$ cat config.mk
export PLATFORM = sky130hd
export DESIGN_NAME = wb_addr_dec_flat
export DESIGN_NICKNAME = d
export VERILOG_FILES = /design/src/rtl/wb_addr_dec_if.sv /design/src/rtl/wb_addr_dec.sv /design/src/flat_wrapper.sv
export SDC_FILE = /design/constraint.sdc
export NUM_CORES = 1
export LEC_CHECK = 0
export BUFFER_PORTS_ARGS = -buffer_cell sky130_fd_sc_hd__buf_2
export CORE_MARGIN = 10
export CORE_UTILIZATION = 25
export CTS_CLUSTER_DIAMETER = 120
export DETAILED_ROUTE_END_ITERATION = 10
export PLACE_DENSITY = 0.61
export SETUP_SLACK_MARGIN = 0.5
export SYNTH_ARGS = -nofsm -noshare
export SYNTH_HDL_FRONTEND = slang
export SYNTH_SLANG_ARGS = --single-unit
$ cat constraint.sdc
create_clock -name clk_i -period 1.94 [get_ports clk_i]
set_clock_uncertainty 0.1 [all_clocks]
set_input_delay 0.291 -clock clk_i [delete_from_list [all_inputs] [get_ports clk_i]]
set_output_delay 0.291 -clock clk_i [all_outputs]
set_load 0.01 [all_outputs]
$ cat src/rtl/wb_addr_dec_if.sv
// Wishbone decoder bus bundle: CPU-facing cycle/strobe/address/response plus per-slave fan-out.
// Latency: none; wires only.
// Backpressure: none here; the slave acknowledge is the only flow control.
// Ports: cyc_i, stb_i, adr_i, ack_o, err_o, dat_o (CPU side); slv_stb_o, slv_ack_i, slv_dat_i (slave side).
// Modport 'slave' is the decoder's view; modport 'master' is the view of whatever drives it.
interface wb_addr_dec_if #(
  parameter int SLAVES = 4,
  parameter int ADDR_W = 30
);
  logic                   cyc_i;
  logic                   stb_i;
  logic [ADDR_W-1:0]      adr_i;
  logic                   ack_o;
  logic                   err_o;
  logic [31:0]            dat_o;
  logic [SLAVES-1:0]      slv_stb_o;
  logic [SLAVES-1:0]      slv_ack_i;
  logic [SLAVES*32-1:0]   slv_dat_i;

  modport slave (
    input  cyc_i, stb_i, adr_i, slv_ack_i, slv_dat_i,
    output ack_o, err_o, dat_o, slv_stb_o
  );

  modport master (
    output cyc_i, stb_i, adr_i, slv_ack_i, slv_dat_i,
    input  ack_o, err_o, dat_o, slv_stb_o
  );
endinterface

$ cat src/rtl/wb_addr_dec.sv
// Wishbone address decoder: base/mask region match, registered slave strobe, ack, data and bus error.
// Latency: ack_o/err_o one cycle after the slave ack (two cycles after a request for zero-wait or unmapped).
// Backpressure: holds the selected strobe until the slave acks, the master drops cyc_i, or TIMEOUT expires.
// Ports: clk_i, rst_i (synchronous, active-high) and the 'bus' interface (slave modport) carrying
//        the CPU request/response signals and the per-slave strobe/ack/data lines.
module wb_addr_dec #(
  parameter int SLAVES  = 4,
  parameter int ADDR_W  = 30,
  parameter logic [SLAVES*ADDR_W-1:0] BASE =
    {30'h10000000, 30'h08000000, 30'h04000000, 30'h00000000},
  parameter logic [SLAVES*ADDR_W-1:0] MASK = {4{30'h3C000000}},
  parameter int TIMEOUT = 255
) (
  input logic          clk_i,
  input logic          rst_i,
  wb_addr_dec_if.slave bus
);

  localparam int IDX_W = (SLAVES > 1) ? $clog2(SLAVES) : 1;
  // A zero TIMEOUT still needs a legal one-bit counter even though it is never compared.
  localparam int CW    = (TIMEOUT > 0) ? $clog2(TIMEOUT + 1) : 1;
  localparam logic [CW-1:0] TO_LAST = (TIMEOUT > 0) ? CW'(TIMEOUT - 1) : '0;

  typedef enum logic [1:0] {
    IDLE   = 2'd0,
    ACTIVE = 2'd1,
    ERR    = 2'd2,
    RESP   = 2'd3
  } state_t;

  state_t             state_q, state_d;
  logic [IDX_W-1:0]   sel_q, sel_d;
  logic [CW-1:0]      cnt_q, cnt_d;
  logic               ack_q, ack_d;
  logic               err_q, err_d;
  logic [31:0]        dat_q, dat_d;
  logic [SLAVES-1:0]  stb_q, stb_d;

  logic               hit;
  logic [IDX_W-1:0]   hit_idx;
  logic [SLAVES-1:0]  hit_onehot;
  logic               sel_ack;
  logic [31:0]        sel_dat;

  // Scan from the top down so the lowest matching index is the one left standing.
  always_comb begin
    hit     = 1'b0;
    hit_idx = '0;
    for (int i = SLAVES - 1; i >= 0; i--) begin
      if ((bus.adr_i & MASK[i*ADDR_W +: ADDR_W]) == BASE[i*ADDR_W +: ADDR_W]) begin
        hit     = 1'b1;
        hit_idx = IDX_W'(i);
      end
    end
  end

  always_comb begin
    hit_onehot = '0;
    sel_ack    = 1'b0;
    sel_dat    = '0;
    for (int i = 0; i < SLAVES; i++) begin
      hit_onehot[i] = (hit_idx == IDX_W'(i));
      if (sel_q == IDX_W'(i)) begin
        sel_ack = bus.slv_ack_i[i];
        sel_dat = bus.slv_dat_i[i*32 +: 32];
      end
    end
  end

  always_comb begin
    state_d = state_q;
    sel_d   = sel_q;
    cnt_d   = cnt_q;
    ack_d   = 1'b0;
    err_d   = 1'b0;
    dat_d   = dat_q;
    stb_d   = stb_q;

    case (state_q)
      IDLE: begin
        stb_d = '0;
        if (bus.cyc_i && bus.stb_i) begin
          if (hit) begin
            sel_d   = hit_idx;
            cnt_d   = '0;
            stb_d   = hit_onehot;
            state_d = ACTIVE;
          end else begin
            state_d = ERR;
          end
        end
      end

      ACTIVE: begin
        if (cnt_q != {CW{1'b1}}) begin
          cnt_d = cnt_q + 1'b1;
        end
        // An abandoned cycle gets no response even if the slave answers on the same edge.
        if (!bus.cyc_i) begin
          stb_d   = '0;
          state_d = IDLE;
        end else if (sel_ack) begin
          dat_d   = sel_dat;
          ack_d   = 1'b1;
          stb_d   = '0;
          state_d = RESP;
        end else if ((TIMEOUT != 0) && (cnt_q == TO_LAST)) begin
          err_d   = 1'b1;
          stb_d   = '0;
          state_d = RESP;
        end
      end

      ERR: begin
        err_d   = 1'b1;
        state_d = RESP;
      end

      RESP: begin
        state_d = IDLE;
      end

      default: begin
        stb_d   = '0;
        state_d = IDLE;
      end
    endcase
  end

  always_ff @(posedge clk_i) begin
    if (rst_i) begin
      state_q <= IDLE;
      sel_q   <= '0;
      cnt_q   <= '0;
      ack_q   <= 1'b0;
      err_q   <= 1'b0;
      dat_q   <= '0;
      stb_q   <= '0;
    end else begin
      state_q <= state_d;
      sel_q   <= sel_d;
      cnt_q   <= cnt_d;
      ack_q   <= ack_d;
      err_q   <= err_d;
      dat_q   <= dat_d;
      stb_q   <= stb_d;
    end
  end

  assign bus.ack_o     = ack_q;
  assign bus.err_o     = err_q;
  assign bus.dat_o     = dat_q;
  assign bus.slv_stb_o = stb_q;

endmodule

$ cat src/flat_wrapper.sv
// flat-port wrapper written by rule: the top's interface ports become plain ports
module wb_addr_dec_flat 
#(
  parameter int SLAVES  = 4,
  parameter int ADDR_W  = 30,
  parameter logic [SLAVES*ADDR_W-1:0] BASE =
    {30'h10000000, 30'h08000000, 30'h04000000, 30'h00000000},
  parameter logic [SLAVES*ADDR_W-1:0] MASK = {4{30'h3C000000}},
  parameter int TIMEOUT = 255
)
  (clk_i, rst_i, bus_cyc_i, bus_stb_i, bus_adr_i, bus_slv_ack_i, bus_slv_dat_i, bus_ack_o, bus_err_o, bus_dat_o, bus_slv_stb_o);
  wb_addr_dec_if #(.SLAVES(SLAVES), .ADDR_W(ADDR_W)) bus_i ();
  input logic clk_i;
  input logic rst_i;
  input wire logic [$bits(bus_i.cyc_i)-1:0] bus_cyc_i;
  input wire logic [$bits(bus_i.stb_i)-1:0] bus_stb_i;
  input wire logic [$bits(bus_i.adr_i)-1:0] bus_adr_i;
  input wire logic [$bits(bus_i.slv_ack_i)-1:0] bus_slv_ack_i;
  input wire logic [$bits(bus_i.slv_dat_i)-1:0] bus_slv_dat_i;
  output wire logic [$bits(bus_i.ack_o)-1:0] bus_ack_o;
  output wire logic [$bits(bus_i.err_o)-1:0] bus_err_o;
  output wire logic [$bits(bus_i.dat_o)-1:0] bus_dat_o;
  output wire logic [$bits(bus_i.slv_stb_o)-1:0] bus_slv_stb_o;
  assign bus_i.cyc_i = bus_cyc_i;
  assign bus_i.stb_i = bus_stb_i;
  assign bus_i.adr_i = bus_adr_i;
  assign bus_i.slv_ack_i = bus_slv_ack_i;
  assign bus_i.slv_dat_i = bus_slv_dat_i;
  assign bus_ack_o = bus_i.ack_o;
  assign bus_err_o = bus_i.err_o;
  assign bus_dat_o = bus_i.dat_o;
  assign bus_slv_stb_o = bus_i.slv_stb_o;
  wb_addr_dec #(.SLAVES(SLAVES), .ADDR_W(ADDR_W), .BASE(BASE), .MASK(MASK), .TIMEOUT(TIMEOUT)) u_core (.clk_i(clk_i), .rst_i(rst_i), .bus(bus_i));
endmodule
==> flow_metrics.env <==
export IMPL_power_mw=3.39
export IMPL_postCtsHoldBufs=0
export IMPL_io_buffers=177
export IMPL_clkLatencyLatePin_ns=0.28
export IMPL_dp_hpwl_um=8930
export IMPL_setup_tns_ns=0
export IMPL_power_density_nw_per_um2=724
export IMPL_ioPinCount=204
export IMPL_maxCapViolations=0
export IMPL_placementRows=39
export IMPL_slew_headroom=0.665
export IMPL_critPathArrivalTime_ns=1.74
export IMPL_yosysUniqueCellTypes=40
export IMPL_grt_overflow_total=0
export IMPL_avgSynthCellArea_um2=9.59
export IMPL_drive_gt1_frac=0.576
export IMPL_syn2layout_area_growth_pct=56.1
export IMPL_cts_reportedPaths_clkPinSlew_ns=0.07
export IMPL_cts_sinks=50
export IMPL_fin_cells=642
export IMPL_critPathCaptureType="flop"
export IMPL_ir_drop_v=0.000306
export IMPL_wl_per_cell_um=18.0
export IMPL_worstMarginPinSlew_ns=0.499
export IMPL_synth_seq_cells=50
export IMPL_synth_warnings=0
export IMPL_rsz0062_at_grt="yes"
export IMPL_status="finished clean"
export IMPL_critPathKind="flop to flop"
export IMPL_die_height_um=130
export IMPL_timing_hold_ws_ns=0.252
export IMPL_drc_errors=0
export IMPL_cp_required_ns=2.05
export IMPL_seqPwrFrac=0.338
export IMPL_cts_tree="built"
export IMPL_die_w_um=130
export IMPL_cts_root_buf="clkbuf_16"
export IMPL_antenna_found_initial=1
export IMPL_hold_path_class="input port to flop"
export IMPL_ant_nets=0
export IMPL_netlist_area_um2=3000
export IMPL_grt_pass1_wl_um=16500
export IMPL_clk_path_buf_depth=2
export IMPL_combPwrFrac=0.365
export IMPL_slew_viol_final=0
export IMPL_syn_nets=485
export IMPL_syn_inst=313
export IMPL_final_nets=670
export IMPL_design_die_area_um2=16800
export IMPL_p_sw_frac=0.298
export IMPL_clock_fmax_mhz=611
export IMPL_num_vias=3174
export IMPL_finalHoldViolations=0
export IMPL_grt_max_degree=34
export IMPL_grt_total_usage=0.119
export IMPL_gp_congestion=0.822
export IMPL_fin_crit_ns=1.64
export IMPL_critPathLaunchType="flop"
export IMPL_p_clk_frac=0.297
export IMPL_setup_viol=0
export IMPL_dp_cells=618
export IMPL_post_route_period_util=0.844
export IMPL_first_pass_iters=4
export IMPL_cts_buffers_inserted=5
export IMPL_h_tree_depth=2
export IMPL_start_util=0.260
export IMPL_seq_area_frac_synth=0.333
export IMPL_critPathMaxFanout=4
export IMPL_r2r_slack_ns=0.30
export IMPL_grt_pass1_vias=3259
export IMPL_core_area_um2=11600
export IMPL_switchingPower_mw=1.01
export IMPL_p_int_mw=2.38
export IMPL_routed_wl_um=11600
export IMPL_via_per_inst=4.94
export IMPL_leakage_nw=1.89
export IMPL_drtIter0Drc=189
## layer usage
metal  up-vias  track usage  wire length [um]
met5         -            0                 0
met4         0       0.0265                74
met3         7       0.0265               602
met2        80        0.230              6420
met1      1553        0.128              4480
li1       1534            -                 -
## state kept, by name, summed over array words and instances, names as in the netlist
signal and flops:
u_core.bus.ack_o 1, u_core.bus.dat_o 32, u_core.bus.slv_stb_o 4, u_core.state_q 2, u_core.cnt_q 8, u_core.bus.err_o 1, u_core.sel_q 2
## cell usage after synthesis
library cell | count | area (um^2)
o221ai_1 | 2 | 17.5
nand3_2 | 1 | 10.0
or2_1 | 1 | 6.26
a41oi_1 | 4 | 35.0
maj3_1 | 1 | 10.0
nor2_2 | 1 | 6.26
nand3_1 | 7 | 35.0
o211ai_1 | 1 | 7.51
a21oi_1 | 38 | 190
nand4b_1 | 2 | 17.5
o21a_1 | 1 | 7.51
or2_2 | 1 | 6.26
and3_1 | 2 | 12.5
nor2b_1 | 1 | 6.26
a221oi_1 | 1 | 8.76
a211oi_1 | 9 | 67.6
nor2_1 | 9 | 33.8
and4_1 | 3 | 26.3
inv_1 | 5 | 18.8
a22oi_4 | 1 | 21.3
dfxtp_1 | 50 | 1000
or4bb_1 | 2 | 22.5
o41ai_1 | 1 | 8.76
nand2_1 | 81 | 304
or4b_2 | 1 | 10.0
buf_4 | 4 | 30.0
o21ai_0 | 9 | 45.0
nor4_2 | 1 | 12.5
nand2b_1 | 1 | 6.26
clkbuf_1 | 13 | 48.8
o31ai_1 | 2 | 15.0
buf_6 | 4 | 45.0
mux4_2 | 33 | 743
buf_2 | 4 | 20.0
a31oi_1 | 1 | 6.26
nor3_1 | 3 | 15.0
ha_1 | 6 | 75.1
nor3b_1 | 1 | 7.51
nand4_1 | 4 | 25.0
o32ai_2 | 1 | 16.3
## power groups by stage
stage,combinational [mW],sequential (mW),clock [mW]
CTS,1.11,1.15,1.05
finish,1.24,1.15,1.01
floorplan,0.595,1.17,0
global placement,0.891,1.15,0
global route,1.34,1.16,1.08
detailed placement,0.917,1.16,0
## final timing paths
check / to / startpoint / depth (start not counted)
max: u_core.state_q[1]$_SDFFE_PP0P_ / u_core.sel_q[0]$_SDFFE_PP0P_ / 5
min: u_core.bus.slv_stb_o[2]$_SDFFE_PP0P_ / bus_adr_i[27] / 3
max reg2reg: u_core.state_q[1]$_SDFFE_PP0P_ / u_core.sel_q[0]$_SDFFE_PP0P_ / 5
min reg2reg: u_core.bus.dat_o[7]$_SDFFE_PP0P_ / u_core.bus.dat_o[7]$_SDFFE_PP0P_ / 2
## repair_timing
action                                  4_1_cts  5_1_grt
pin swaps                                     7       18
endpoints found under the setup margin       48       50
cloned                                        2        4
buffers inserted                              6        4
resized for setup                            28       30
## per-stage QoR
step | area, um^2 | worst slack (ns) | utilization
detailed placement | 4070 | 0.104 | 0.352
CTS | 4440 | 0.289 | 0.384
global route | 4690 | 0.244 | 0.405
floorplan | 3060 | 0.231 | -
global placement | 4070 | 0.132 | 0.352
finish | 4690 | 0.303 | 0.405
## critical path, cell delays in order (launching register included)
cell     delay (ns)
dfxtp_4        0.35
mux4_2         0.56
buf_6          0.16
nor2_4         0.14
a41oi_1        0.13
o21ai_1        0.12
## cells by family after synthesis
kind of cell / count (synthesis) / share of synthesized area
buf+inv: 30 / 0.0542
fa+ha+maj: 7 / 0.0283
flops: 50 / 0.333
mux: 33 / 0.248
simple gates: 122 / 0.188
compound gates: 71 / 0.149
## cell type report
class                      count  area, um^2
multi-input combinational    233        2030
fill                        1161        6880
tap                          143         179
clock buffer                   6         139
sequential                    50        1020
inverter                       5        23.8
antenna                        1        2.50
clock inverter                 1        30.0
timing repair buffer         203        1260
## layout by cell type (no fill, tap or decap), drive strengths merged, types with 3 or more instances in the layout
cell type and n:
nand2 81, nor2 10, nand4 4, o21ai 9, mux4 33, buf 200
nand3 8, dfxtp 50, a21oi 38, a41oi 4, clkbuf 9, ha 6
inv 5, nor3 3, a211oi 9, and4 3
No activity file was read; power rests on OpenSTA's default activity.
